**config.mk**
```make
export PLATFORM = sky130hd
export DESIGN_NAME = pll_lock_sequencer
export DESIGN_NICKNAME = d
export VERILOG_FILES = /design/src/rtl/pll_lock_sequencer.sv
export SDC_FILE = /design/constraint.sdc
export NUM_CORES = 1
export LEC_CHECK = 0
export CORE_ASPECT_RATIO = 0.9
export CORE_MARGIN = 3
export CORE_UTILIZATION = 40
export DETAILED_ROUTE_END_ITERATION = 6
export PLACE_DENSITY_LB_ADDON = 0.3
export SLEW_MARGIN = 10
export SYNTH_ARGS = -nofsm -noshare
export SYNTH_HDL_FRONTEND = slang
export SYNTH_SLANG_ARGS = --single-unit
```
**constraint.sdc**
```tcl
create_clock -name clkin_i -period 3 [get_ports clkin_i]
set_input_delay 0.75 -clock clkin_i [delete_from_list [all_inputs] [get_ports clkin_i]]
set_output_delay 0.75 -clock clkin_i [all_outputs]
set_load 0.02 [all_outputs]
```
**src/rtl/pll_lock_sequencer.sv**
```systemverilog
// pll_lock_sequencer
//   Brings up the board rPLL from its 27 MHz reference. Holds the PLL in reset
//   for a fixed time, waits for a synchronised and stable LOCK, and retries on
//   timeout up to a retry limit before parking in FAIL. While running, a
//   filtered loss of lock sends the sequence back to reset. Downstream logic is
//   held in reset until the PLL is stably locked. Everything runs on clkin_i.
//
// Ports
//   clkin_i      reference clock (27 MHz)
//   reset_i      asynchronous active-high reset
//   pll_lock_i   rPLL LOCK, asynchronous to clkin_i
//   restart_i    synchronous pulse: restart acquisition from any state
//   pll_reset_o  drives rPLL RESET
//   sys_reset_o  active-high reset for downstream logic
//   locked_o     high only in RUN
//   fail_o       high only in FAIL
//   retry_cnt_o  failed attempts in the current acquisition
//   loss_cnt_o   lock-loss events since reset, saturating at 255
//   state_o      0=RESET_HOLD 1=WAIT_LOCK 2=RUN 3=FAIL
module pll_lock_sequencer #(
  parameter int unsigned RST_CYCLES   = 16,
  parameter int unsigned LOCK_STABLE  = 256,
  parameter int unsigned LOCK_TIMEOUT = 65535,
  parameter int unsigned LOSS_FILTER  = 4,
  parameter int unsigned MAX_RETRIES  = 3,
  parameter int unsigned CNT_W        = 16
) (
  input  logic       clkin_i,
  input  logic       reset_i,
  input  logic       pll_lock_i,
  input  logic       restart_i,
  output logic       pll_reset_o,
  output logic       sys_reset_o,
  output logic       locked_o,
  output logic       fail_o,
  output logic [3:0] retry_cnt_o,
  output logic [7:0] loss_cnt_o,
  output logic [1:0] state_o
);

  typedef enum logic [1:0] {
    ST_RESET_HOLD = 2'd0,
    ST_WAIT_LOCK  = 2'd1,
    ST_RUN        = 2'd2,
    ST_FAIL       = 2'd3
  } state_e;

  // Terminal compare values: each counter stops where its transition fires.
  localparam logic [CNT_W-1:0] RST_LAST     = CNT_W'(RST_CYCLES - 1);
  localparam logic [CNT_W-1:0] STABLE_LAST  = CNT_W'(LOCK_STABLE - 1);
  localparam logic [CNT_W-1:0] TIMEOUT_LAST = CNT_W'(LOCK_TIMEOUT - 1);
  localparam logic [CNT_W-1:0] LOSS_LAST    = CNT_W'(LOSS_FILTER - 1);
  localparam logic [3:0]       RETRY_MAX    = 4'(MAX_RETRIES);

  state_e           state_q, state_d;
  logic             sync1_q, lock_q;
  // cnt: reset-hold length in RESET_HOLD, timeout in WAIT_LOCK.
  // qual: consecutive-lock count in WAIT_LOCK, consecutive-unlock count in RUN.
  logic [CNT_W-1:0] cnt_q, cnt_d;
  logic [CNT_W-1:0] qual_q, qual_d;
  logic [3:0]       retry_q, retry_d;
  logic [7:0]       loss_q, loss_d;
  logic             pll_reset_q, pll_reset_d;
  logic             sys_reset_q, sys_reset_d;
  logic             locked_q, locked_d;
  logic             fail_q, fail_d;

  // Two-flop synchroniser for the asynchronous PLL lock.
  always_ff @(posedge clkin_i or posedge reset_i) begin
    if (reset_i) begin
      sync1_q <= 1'b0;
      lock_q  <= 1'b0;
    end else begin
      sync1_q <= pll_lock_i;
      lock_q  <= sync1_q;
    end
  end

  // Next-state, counter and registered-output decode.
  always_comb begin
    state_d = state_q;
    cnt_d   = cnt_q;
    qual_d  = qual_q;
    retry_d = retry_q;
    loss_d  = loss_q;

    if (restart_i) begin
      // restart beats every other transition, but keeps the loss history
      state_d = ST_RESET_HOLD;
      cnt_d   = '0;
      qual_d  = '0;
      retry_d = 4'd0;
    end else begin
      case (state_q)
        ST_RESET_HOLD: begin
          if (cnt_q == RST_LAST) begin
            state_d = ST_WAIT_LOCK;
            cnt_d   = '0;
            qual_d  = '0;
          end else begin
            cnt_d = cnt_q + CNT_W'(1);
          end
        end
        ST_WAIT_LOCK: begin
          // stable lock is tested first so it wins a tie with the timeout
          if (lock_q && (qual_q == STABLE_LAST)) begin
            state_d = ST_RUN;
            cnt_d   = '0;
            qual_d  = '0;
            retry_d = 4'd0;
          end else if (cnt_q == TIMEOUT_LAST) begin
            cnt_d   = '0;
            qual_d  = '0;
            retry_d = retry_q + 4'd1;
            if ((retry_q + 4'd1) == RETRY_MAX) begin
              state_d = ST_FAIL;
            end else begin
              state_d = ST_RESET_HOLD;
            end
          end else begin
            cnt_d  = cnt_q + CNT_W'(1);
            qual_d = lock_q ? (qual_q + CNT_W'(1)) : '0;
          end
        end
        ST_RUN: begin
          if (lock_q) begin
            qual_d = '0;
          end else if (qual_q == LOSS_LAST) begin
            state_d = ST_RESET_HOLD;
            cnt_d   = '0;
            qual_d  = '0;
            if (loss_q != 8'hFF) begin
              loss_d = loss_q + 8'd1;
            end else begin
              loss_d = loss_q;
            end
          end else begin
            qual_d = qual_q + CNT_W'(1);
          end
        end
        ST_FAIL: begin
          state_d = ST_FAIL;
        end
        default: begin
          state_d = ST_RESET_HOLD;
          cnt_d   = '0;
          qual_d  = '0;
        end
      endcase
    end

    // Outputs are decoded from the next state so they change on the same
    // edge as state_q.
    pll_reset_d = (state_d == ST_RESET_HOLD) || (state_d == ST_FAIL);
    sys_reset_d = (state_d != ST_RUN);
    locked_d    = (state_d == ST_RUN);
    fail_d      = (state_d == ST_FAIL);
  end

  // State, counters and output registers.
  always_ff @(posedge clkin_i or posedge reset_i) begin
    if (reset_i) begin
      state_q     <= ST_RESET_HOLD;
      cnt_q       <= '0;
      qual_q      <= '0;
      retry_q     <= 4'd0;
      loss_q      <= 8'd0;
      pll_reset_q <= 1'b1;
      sys_reset_q <= 1'b1;
      locked_q    <= 1'b0;
      fail_q      <= 1'b0;
    end else begin
      state_q     <= state_d;
      cnt_q       <= cnt_d;
      qual_q      <= qual_d;
      retry_q     <= retry_d;
      loss_q      <= loss_d;
      pll_reset_q <= pll_reset_d;
      sys_reset_q <= sys_reset_d;
      locked_q    <= locked_d;
      fail_q      <= fail_d;
    end
  end

  assign pll_reset_o = pll_reset_q;
  assign sys_reset_o = sys_reset_q;
  assign locked_o    = locked_q;
  assign fail_o      = fail_q;
  assign retry_cnt_o = retry_q;
  assign loss_cnt_o  = loss_q;
  assign state_o     = state_q;

endmodule
```
# After elaboration in Yosys (flattened, before gate mapping)
# Cells that the tools add are included.
dict set report classes {
  n_eq_ne 15
  add_sub_neg 4
  bitwise_logic 2
  mux 27
  n_reduce_logical 11
}
# operator n
set op_table {}
lappend op_table {{$mux 16} 13}
lappend op_table {{$pmux 16 s3} 2}
lappend op_table {{$add 16x1->16 const B} 2}
lappend op_table {{$eq 16x16->1 const B} 1}
lappend op_table {{$eq 16x2->1 const B} 1}
lappend op_table {{$eq 16x4->1 const B} 1}
lappend op_table {{$eq 16x8->1 const B} 1}
lappend op_table {{$mux 4} 4}
lappend op_table {{$mux 2} 7}
lappend op_table {{$ne 3x3->1 const B} 3}
lappend op_table {{$add 8x1->8 const B} 1}
lappend op_table {{$eq 2x2->1 const B} 4}
lappend op_table {{$ne 8x8->1 const B} 1}
lappend op_table {{$pmux 2 s4} 1}
lappend op_table {{$reduce_and 5->1} 1}
lappend op_table {{$add 4x1->4 const B} 1}
lappend op_table {{$eq 4x2->1 const B} 1}
lappend op_table {{$logic_not 2->1} 2}
lappend op_table {{$reduce_and 2->1} 2}
lappend op_table {{$reduce_bool 4->1} 1}
lappend op_table {{$reduce_and 3->1} 1}
lappend op_table {{$reduce_bool 3->1} 1}
lappend op_table {{$eq 2x1->1 const B} 1}
lappend op_table {{$ne 2x2->1 const B} 1}
lappend op_table {{other kinds (4)} 5}
dict set report totals {
  wordCells 70
  out_inout_bits 18
  input_bits 4
  register_bits 52
}

# Longest topological paths before layout
# Gate-level depths: netlist (run 1).
dict set report logic_depth {
  depth_word 9
  ltp_mapped 9
  depth_no_buf 9
}

# Least setup slack after synthesis (run 1)
# Ideal clock, no wire load.
dict set report synth_path {
  kind {register to register}
  from {register qual_q[10]}
  to {register qual_q[5]}
  path_stages_with_launch 9
  required_time_ns 2.879
  synth_period_minus_slack_ns 2.508
  setup_time_ns 0.121
  n_path_buf 2
  arrival_ns 2.387
  slack_ns 0.492
  cell_sequence {dfrtp_1 -> or4_1 -> or4_1 -> buf_2 -> a41o_1 -> and3_1 -> buf_6 -> a21o_1 -> a22o_1}
}
dict set report synth_between {
  elab_chain_cells 5
  word_cells_on_any_way 8
  classes_between {2 x eq/ne; 5 x mux; 1 x reduce/logical}
}
# element line_no
set synth_rtl {}
lappend synth_rtl {{from (decl)} 60} ;# logic [CNT_W-1:0] qual_q, qual_d;
lappend synth_rtl {{from (signal assigned)} 175} ;# qual_q <= qual_d;
lappend synth_rtl {{$eq 16x2->1 / $eq 16x8->1 (equally long branches)} {128, 106}}
lappend synth_rtl {{$mux 16 / $logic_and 1x1->1 (equally long branches)} {128, 106}}
lappend synth_rtl {{$mux 16 (on tied branches)} {126, 106}}
lappend synth_rtl {{$pmux 16 s3 *} 94} ;# case (state_q)
lappend synth_rtl {{$mux 16 *} 87} ;# if (restart_i) begin
# Mark *: on every way between the ends. The rest lies on a longest branch, timed or not.
# A chain may end at the register's enable or synchronous reset.

# Final worst setup path (run 1)
dict set report layout_path {
  from {register qual_q[10]}
  to {register qual_q[15]}
}
dict set report layout_between {
  elab_chain_cells 6
  word_cells_on_any_way 11
  classes_between {1 x add/sub; 2 x eq/ne; 7 x mux; 1 x reduce/logical}
}
# element line_no
set layout_rtl {}
lappend layout_rtl {{$add 16x1->16} {122, 138}}
lappend layout_rtl {{$mux 16} 122} ;# qual_d = lock_q ? (qual_q + CNT_W'(1)) : '0;
lappend layout_rtl {{$mux 16} 111} ;# end else if (cnt_q == TIMEOUT_LAST) begin
lappend layout_rtl {{$mux 16} 106} ;# if (lock_q && (qual_q == STABLE_LAST)) begin
lappend layout_rtl {{$pmux 16 s3 *} 94}
lappend layout_rtl {{$mux 16 *} 87}
# Marks and branches as above.

==> reports/results.txt, run 1 <==
outcome: finished clean
synthesized area: 2970 µm²
initial antenna violation count: 0
final setup skew: 7.53 ps
largest family of logic cells by synthesized area: simple AND/OR/NAND/NOR gates
Die Height: 87.8 µm
Post-CTS Hold Buffers: 0
Rows: 29
largest net degree at the start of global routing: 27
DIE AREA: 8510 µm²
placed cell count: 418
Final Cycle Share: 91.4%
Post-Route WL: 6160 µm
drt first-iter violations: 91
startpoint types: flop
Avg Cell Area, Syn: 9.72 µm²
Fill cells: 674
max incr delay on CP: 670 ps
Die W: 96.9 µm
Layout area overhead: 14.2%
largest area contributor in the netlist: dfrtp_1
Synth Area in Adders: 5.47%
router iterations before antenna repair: 4
Clock Tree Buf Depth: 2
GRT overflow: 0
Total Nets Final: 349
Post-Synth Simple-Gate Area: 25.1%
Buffers on Ports: 21
WP data arrival: 2940 ps
XOR/XNOR Fraction of Synth Area: 4.12%
post-synthesis sequential area ratio: 43.8%
I/O pin count: 22
Slew Viols, Final: 0
Post-DRT Antenna Nets: 0
unrepaired setup endpoints after global routing: no
H-tree levels: 2
cts repair resizes: 0
register-to-register setup slack: 260 ps
Post-synth top flop: dfrtp_1
Static Leakage: 1.52 nW
FF+latch area: 1300 µm²
DP HPWL: 4440 µm
worst path cell trace: or4_1 > or4_1 > a41o_1 > and3_1 > a21o_1 > a22o_1
CORE AREA: 7150 µm²
Worst Setup Path Type: reg2reg
Hold Vio Cnt, Final: 0
syn nets: 323
vias in the first global route: 2246
Via Count: 2368
worst hold path type: reg2reg
Syn Inst Count: 306
# DRC: 0
most area-consuming cells after synthesis: dfrtp_1 42%, ha_1 5.5%, nand4_1 3.6%, nor2_1 3.4%, a21o_1 3.3%
WP data required: 3200 ps
GRT Total Usage: 15.4%
Multi-input gate area: 1550 µm²
fraction of layout cells with a size suffix above 1: 11.1%
first-pass GRT wire length: 10900 µm
Most Frequent Cell on Critical Path: or4_1
# diodes: 0
Slowest cell on crit path: or4_1
Yosys Warn Count: 0
Clk Latency, worst-skew pair: 310 ps
initial core utilization: 41.6%
asr flop ratio synth: 100%
max-cap viol count: 0
CTS Buf Count: 5
root buf cell: clkbuf_8
fmax: 365 MHz
routed length per instance: 14.4 µm
fin cells: 426
post-CTS setup buffers: 0
setup TNS: 0 ps
global placement routability congestion: 0.807
Setup Viol. Count Final: 0
Clock transition at path regs: 100 ps
multiplexer share of the synthesized area: 1.09%
Peak VDD IR: 0.000221 V
Post-synth EDFFs: 0
clock sink total: 52
via density per instance: 5.56
Netlist cell types: 53
CTS tree: yes
Worst Tran Pin Value: 601 ps
top cell type's share of synthesized area: 42.1%
Yosys reg bits: 52
PD cells: 608 nW/µm²
Max-slew headroom: 59.5%
Max Fanout on Critical Path: 9
Compound-Gate Fraction of Synth Area: 16.4%
minimum clock period after layout: 2740 ps
critical path endpoint category: flop
## power breakdown
part / switching, mW / internal (mW)
Sequential: 0.0492 / 0.757
Combinational: 0.461 / 0.306
Clock: 0.245 / 0.247
## registers in the layout (all words and copies together), names as in the netlist
name	cells
cnt_q	16
fail_o	1
lock_q	1
locked_o	1
loss_cnt_o	8
pll_reset_o	1
qual_q	16
retry_cnt_o	4
state_o	2
sync1_q	1
sys_reset_o	1
## final cells by class
cell class	instances	share of cell area, %
multi-input combinational	233	45.7
sequential	52	38.4
timing repair buffer	29	7.96
tap	93	3.43
clock buffer	5	2.03
clock inverter	3	1.25
inverter	11	1.22
## placed cells by master, fill, tap and decap left out, drive strengths merged, types with 2 or more instances in the layout
cell type      Yosys  routed
nand4             17      17
dfrtp             50      50
o21ai             20      20
and2b              2       2
a211oi             2       2
nor2              29      29
and4               4       4
dfstp              2       2
nor2b              5       5
clkdlybuf4s50      0      21
ha                13      13
nand3             18      18
buf                9       8
or2                2       2
xor2               7       7
a21oi              8       8
a22o              11      11
o31ai              5       5
clkbuf             1       5
or4                6       6
nand2             25      25
and2               5       5
a41oi              3       3
inv               11      11
and3               4       4
nand2b             2       2
nor4               6       6
xnor2              7       7
a21o              14      14
mux2               2       2
nor3               5       5
## stage by stage
step	power, mW	setup WS (ps)	instance area, µm²	utilization, %	hold slack, ps
after detailed placement	1.59	261	3280	45.9	336
after floorplan	1.36	492	2970	-	331
after global placement	1.57	264	3280	45.9	339
after global routing	2.20	105	3400	47.5	377
after CTS	2.08	246	3400	47.5	358
final	2.07	257	3400	47.5	355
## cell usage after synthesis, drive strengths merged, types with 2 or more instances
cell / number
and2b: 2
ha: 13
nand3: 18
and4: 4
and2: 5
buf: 9
a21o: 14
nor3: 5
nor2b: 5
mux2: 2
o21ai: 20
dfstp: 2
a21oi: 8
nor2: 29
and3: 4
xnor2: 7
nand2: 25
nand4: 17
dfrtp: 50
xor2: 7
or2: 2
inv: 11
nand2b: 2
a211oi: 2
or4: 6
a41oi: 3
o31ai: 5
nor4: 6
a22o: 11
## worst max-delay path: cells and delay by family (launching register included)
family           cells  cell delay (ps)
AND/OR/NAND/NOR      3             1490
AO/OA/AOI/OAI        3              690
flip-flops           1              440
## layer usage
layer,wire length [µm],GRT usage (%),vias up
met5,0,0,-
met4,67,4.46,0
met3,224,2.95,7
met2,2720,24.6,45
met1,3140,21.7,1145
li1,-,-,1171
## kinds of logic after synthesis
| logic type | after synthesis |
|---|---|
| AND/OR/NAND/NOR | 134 |
| flip-flops | 52 |
| buffers and inverters | 21 |
| XOR/XNOR | 14 |
| AO/OA/AOI/OAI | 69 |
| multiplexers | 3 |
| adder cells (fa/ha/maj) | 13 |
## worst paths after layout
kind / start / endpoint / depth (start not counted)
max: qual_q[10] / qual_q[15] / 6
min in group asynchronous: reset_i / loss_cnt_o[6] / 2
min reg2reg: sync1_q / lock_q / 0
min: sync1_q / lock_q / 0
max reg2reg: qual_q[10] / qual_q[15] / 6
max in group asynchronous: reset_i / pll_reset_o / 3
Note: power is estimated with default switching activity, not from simulation.
==> run 2: changes to the inputs <==
--- a/config.mk
+++ b/config.mk
@@ -10,6 +10,7 @@
 export CORE_UTILIZATION = 40
 export DETAILED_ROUTE_END_ITERATION = 6
 export PLACE_DENSITY_LB_ADDON = 0.3
+export SKIP_CTS_REPAIR_TIMING = 1
 export SLEW_MARGIN = 10
 export SYNTH_ARGS = -nofsm -noshare
 export SYNTH_HDL_FRONTEND = slang
==> results of run 2 <==
No change in the layout: final DEF, timing and power equal those of run 1.
==> run 3: changes to the inputs <==
--- a/config.mk
+++ b/config.mk
@@ -5,11 +5,11 @@
 export SDC_FILE = /design/constraint.sdc
 export NUM_CORES = 1
 export LEC_CHECK = 0
-export CORE_ASPECT_RATIO = 0.9
+export ABC_AREA = 1
 export CORE_MARGIN = 3
 export CORE_UTILIZATION = 40
 export DETAILED_ROUTE_END_ITERATION = 6
-export PLACE_DENSITY_LB_ADDON = 0.3
+export PLACE_DENSITY = 0.68
 export SKIP_CTS_REPAIR_TIMING = 1
 export SLEW_MARGIN = 10
 export SYNTH_ARGS = -nofsm -noshare
==> run 3 against run 2 <==
Against the previous run:
- die area grew 12%
- worst setup slack improved by 370 ps
- final cell count up 35%
- wire length increased by 8.7%
- via count rose by 19%
- combinational power shrank 25%
- utilization is 0.74 points lower
- sequential power increased by 0.6%
- sequential share of layout area decreased by 3.2 points
- area after synthesis increased by 13%
- critical path type is now in2reg
==> reports/results.txt, run 3 <==
WP data arrival: 2550 ps
DP Worst Slack: 330 ps
Peak VDD IR: 0.000166 V
max-cap viol count: 0
worst path cell trace: clkdlybuf4s50_1 > inv_4 > nand2_4 > nor3_4 > inv_2 > nand2_4 > inv_4 > nand2_1 > inv_2 > nor2_1
sequential power share: 45.9%
Post-DRT Antenna Nets: 0
Clk Latency, worst-skew pair: 310 ps
Post-Route WL: 6690 µm
Post-synth top flop: dfrtp_1
Netlist cell types: 34
Yosys reg bits: 52
initial core utilization: 42.4%
Clock Tree Buf Depth: 2
syn nets: 467
initial antenna violation count: 0
root buf cell: clkbuf_8
minimum clock period after layout: 2370 ps
PD cells: 477 nW/µm²
Post-synth top cells: 123 x nand2_1, 77 x nor2_1, 53 x inv_1
Final Cycle Share: 79.0%
DP HPWL: 5130 µm
worst hold margin: 353 ps
Sw Pwr: 655 µW
Slew Viols, Final: 0
Hold Vio Cnt, Final: 0
Sw Share: 37.1%
Worst Tran Pin Value: 513 ps
Worst Setup Path Type: in2reg
Pint: 1.11 mW
GRT overflow: 0
# diodes: 0
Slowest cell on crit path: clkdlybuf4s50_1
Fill cells: 778
CTS tree: yes
final setup skew: 15.9 ps
asr flop ratio synth: 100%
clock sink total: 52
fmax: 422 MHz
post-synthesis sequential area ratio: 38.8%
Total Nets Final: 489
Die W: 97.7 µm
Max Fanout on Critical Path: 20
WP data required: 3180 ps
Via Count: 2807
Setup Viol. Count Final: 0
Clock transition at path regs: 80 ps
Rows: 32
max incr delay on CP: 620 ps
vias in the first global route: 2582
outcome: finished clean
CTS Buf Count: 5
largest net degree at the start of global routing: 30
DIE AREA: 9540 µm²
logic gate share of total power: 32.4%
most area-consuming cells after synthesis: dfrtp_1 37%, nand2_1 14%, nor2_1 8.6%, inv_1 5.9%, ha_1 4.8%
drt first-iter violations: 181
worst hold path type: reg2reg
PnR worst setup slack: 630 ps
most frequent cells in the layout: 123 x nand2_1, 77 x nor2_1, 52 x inv_1, 50 x dfrtp_1, 31 x nand3_1
Layout area overhead: 10.3%
routed length per instance: 11.6 µm
Yosys Warn Count: 0
Post-synth EDFFs: 0
clock power share: 21.8%
global placement routability congestion: 0.904
I/O pin count: 22
first-pass GRT wire length: 11800 µm
H-tree levels: 2
Avg Cell Area, Syn: 7.47 µm²
CORE AREA: 7930 µm²
synthesized area: 3360 µm²
top cell type's share of synthesized area: 37.2%
Static Leakage: 1.77 nW
unrepaired setup endpoints after global routing: no
most common cell in the netlist: nand2_1
commonest non-fill, non-tap cell in the layout: nand2_1
startpoint types: input port
Syn Inst Count: 450
Max-slew headroom: 65.8%
# DRC: 0
router iterations before antenna repair: 4
GRT Total Usage: 14.7%
largest area contributor in the netlist: dfrtp_1
fraction of layout cells with a size suffix above 1: 9.73%
via density per instance: 4.88
critical path endpoint category: flop
Die Height: 97.7 µm
setup TNS: 0 ps
Buffers on Ports: 21
run 3: power by group through the flow:
stage	Combinational (mW)	Sequential (mW)	Clock (mW)
final	0.572	0.811	0.385
after detailed placement	0.579	0.825	0
after CTS	0.580	0.812	0.406
after global routing	0.645	0.820	0.427
after floorplan	0.444	0.855	0
after global placement	0.569	0.821	0
run 3: worst max-delay path, delay by kind of cell:
family | cells | cell delay [ps]
simple gates | 5 | 450
buf+inv | 5 | 1340
run 3: area by class of cell:
type                    instances  area, µm²  area share, %
multi-input cells             331       1730           46.8
well taps                     102        128           3.44
inverters                      60        230           6.21
repair buffers                 22        230           6.21
clock buffers                   7       76.3           2.06
flip-flops and latches         52       1300           35.2
clock inverters                 1       5.00          0.135
run 3: cells by family (layout without fill, tap and decap cells):
family,count (synthesis),after routing,synth area share (%)
flops,52,52,38.8
fa+ha+maj,13,13,4.84
buf+inv,67,90,9.61
mux,1,1,0.335
compound gates,25,25,4.62
xor+xnor,12,12,3.13
simple gates,280,280,38.7
run 3: routing by layer:
metal	track usage (%)	wire length, µm
met1	19.3	3160
met2	25.3	3250
met3	1.79	169
met4	4.90	112
met5	0	0
run 3: per-stage QoR:
stage                     cells  util (%)  cell area (µm²)  power, mW
final                       575      46.8             3710       1.77
after global routing        575      46.8             3710       1.89
after CTS                   575      46.8             3710       1.80
after detailed placement    567      45.7             3630       1.40
after global placement      567      45.7             3630       1.39
after floorplan             450         -             3360       1.30
run 3: worst paths after layout:
kind | startpoint | end | slack, ps | cells past startpoint
min reg2reg | sync1_q | lock_q | 350 | 0
max in group asynchronous | reset_i | cnt_q[12] | 1670 | 3
max | restart_i | cnt_q[13] | 630 | 10
min | sync1_q | lock_q | 350 | 0
max reg2reg | state_o[1] | cnt_q[13] | 810 | 11
min in group asynchronous | reset_i | loss_cnt_o[1] | 780 | 2
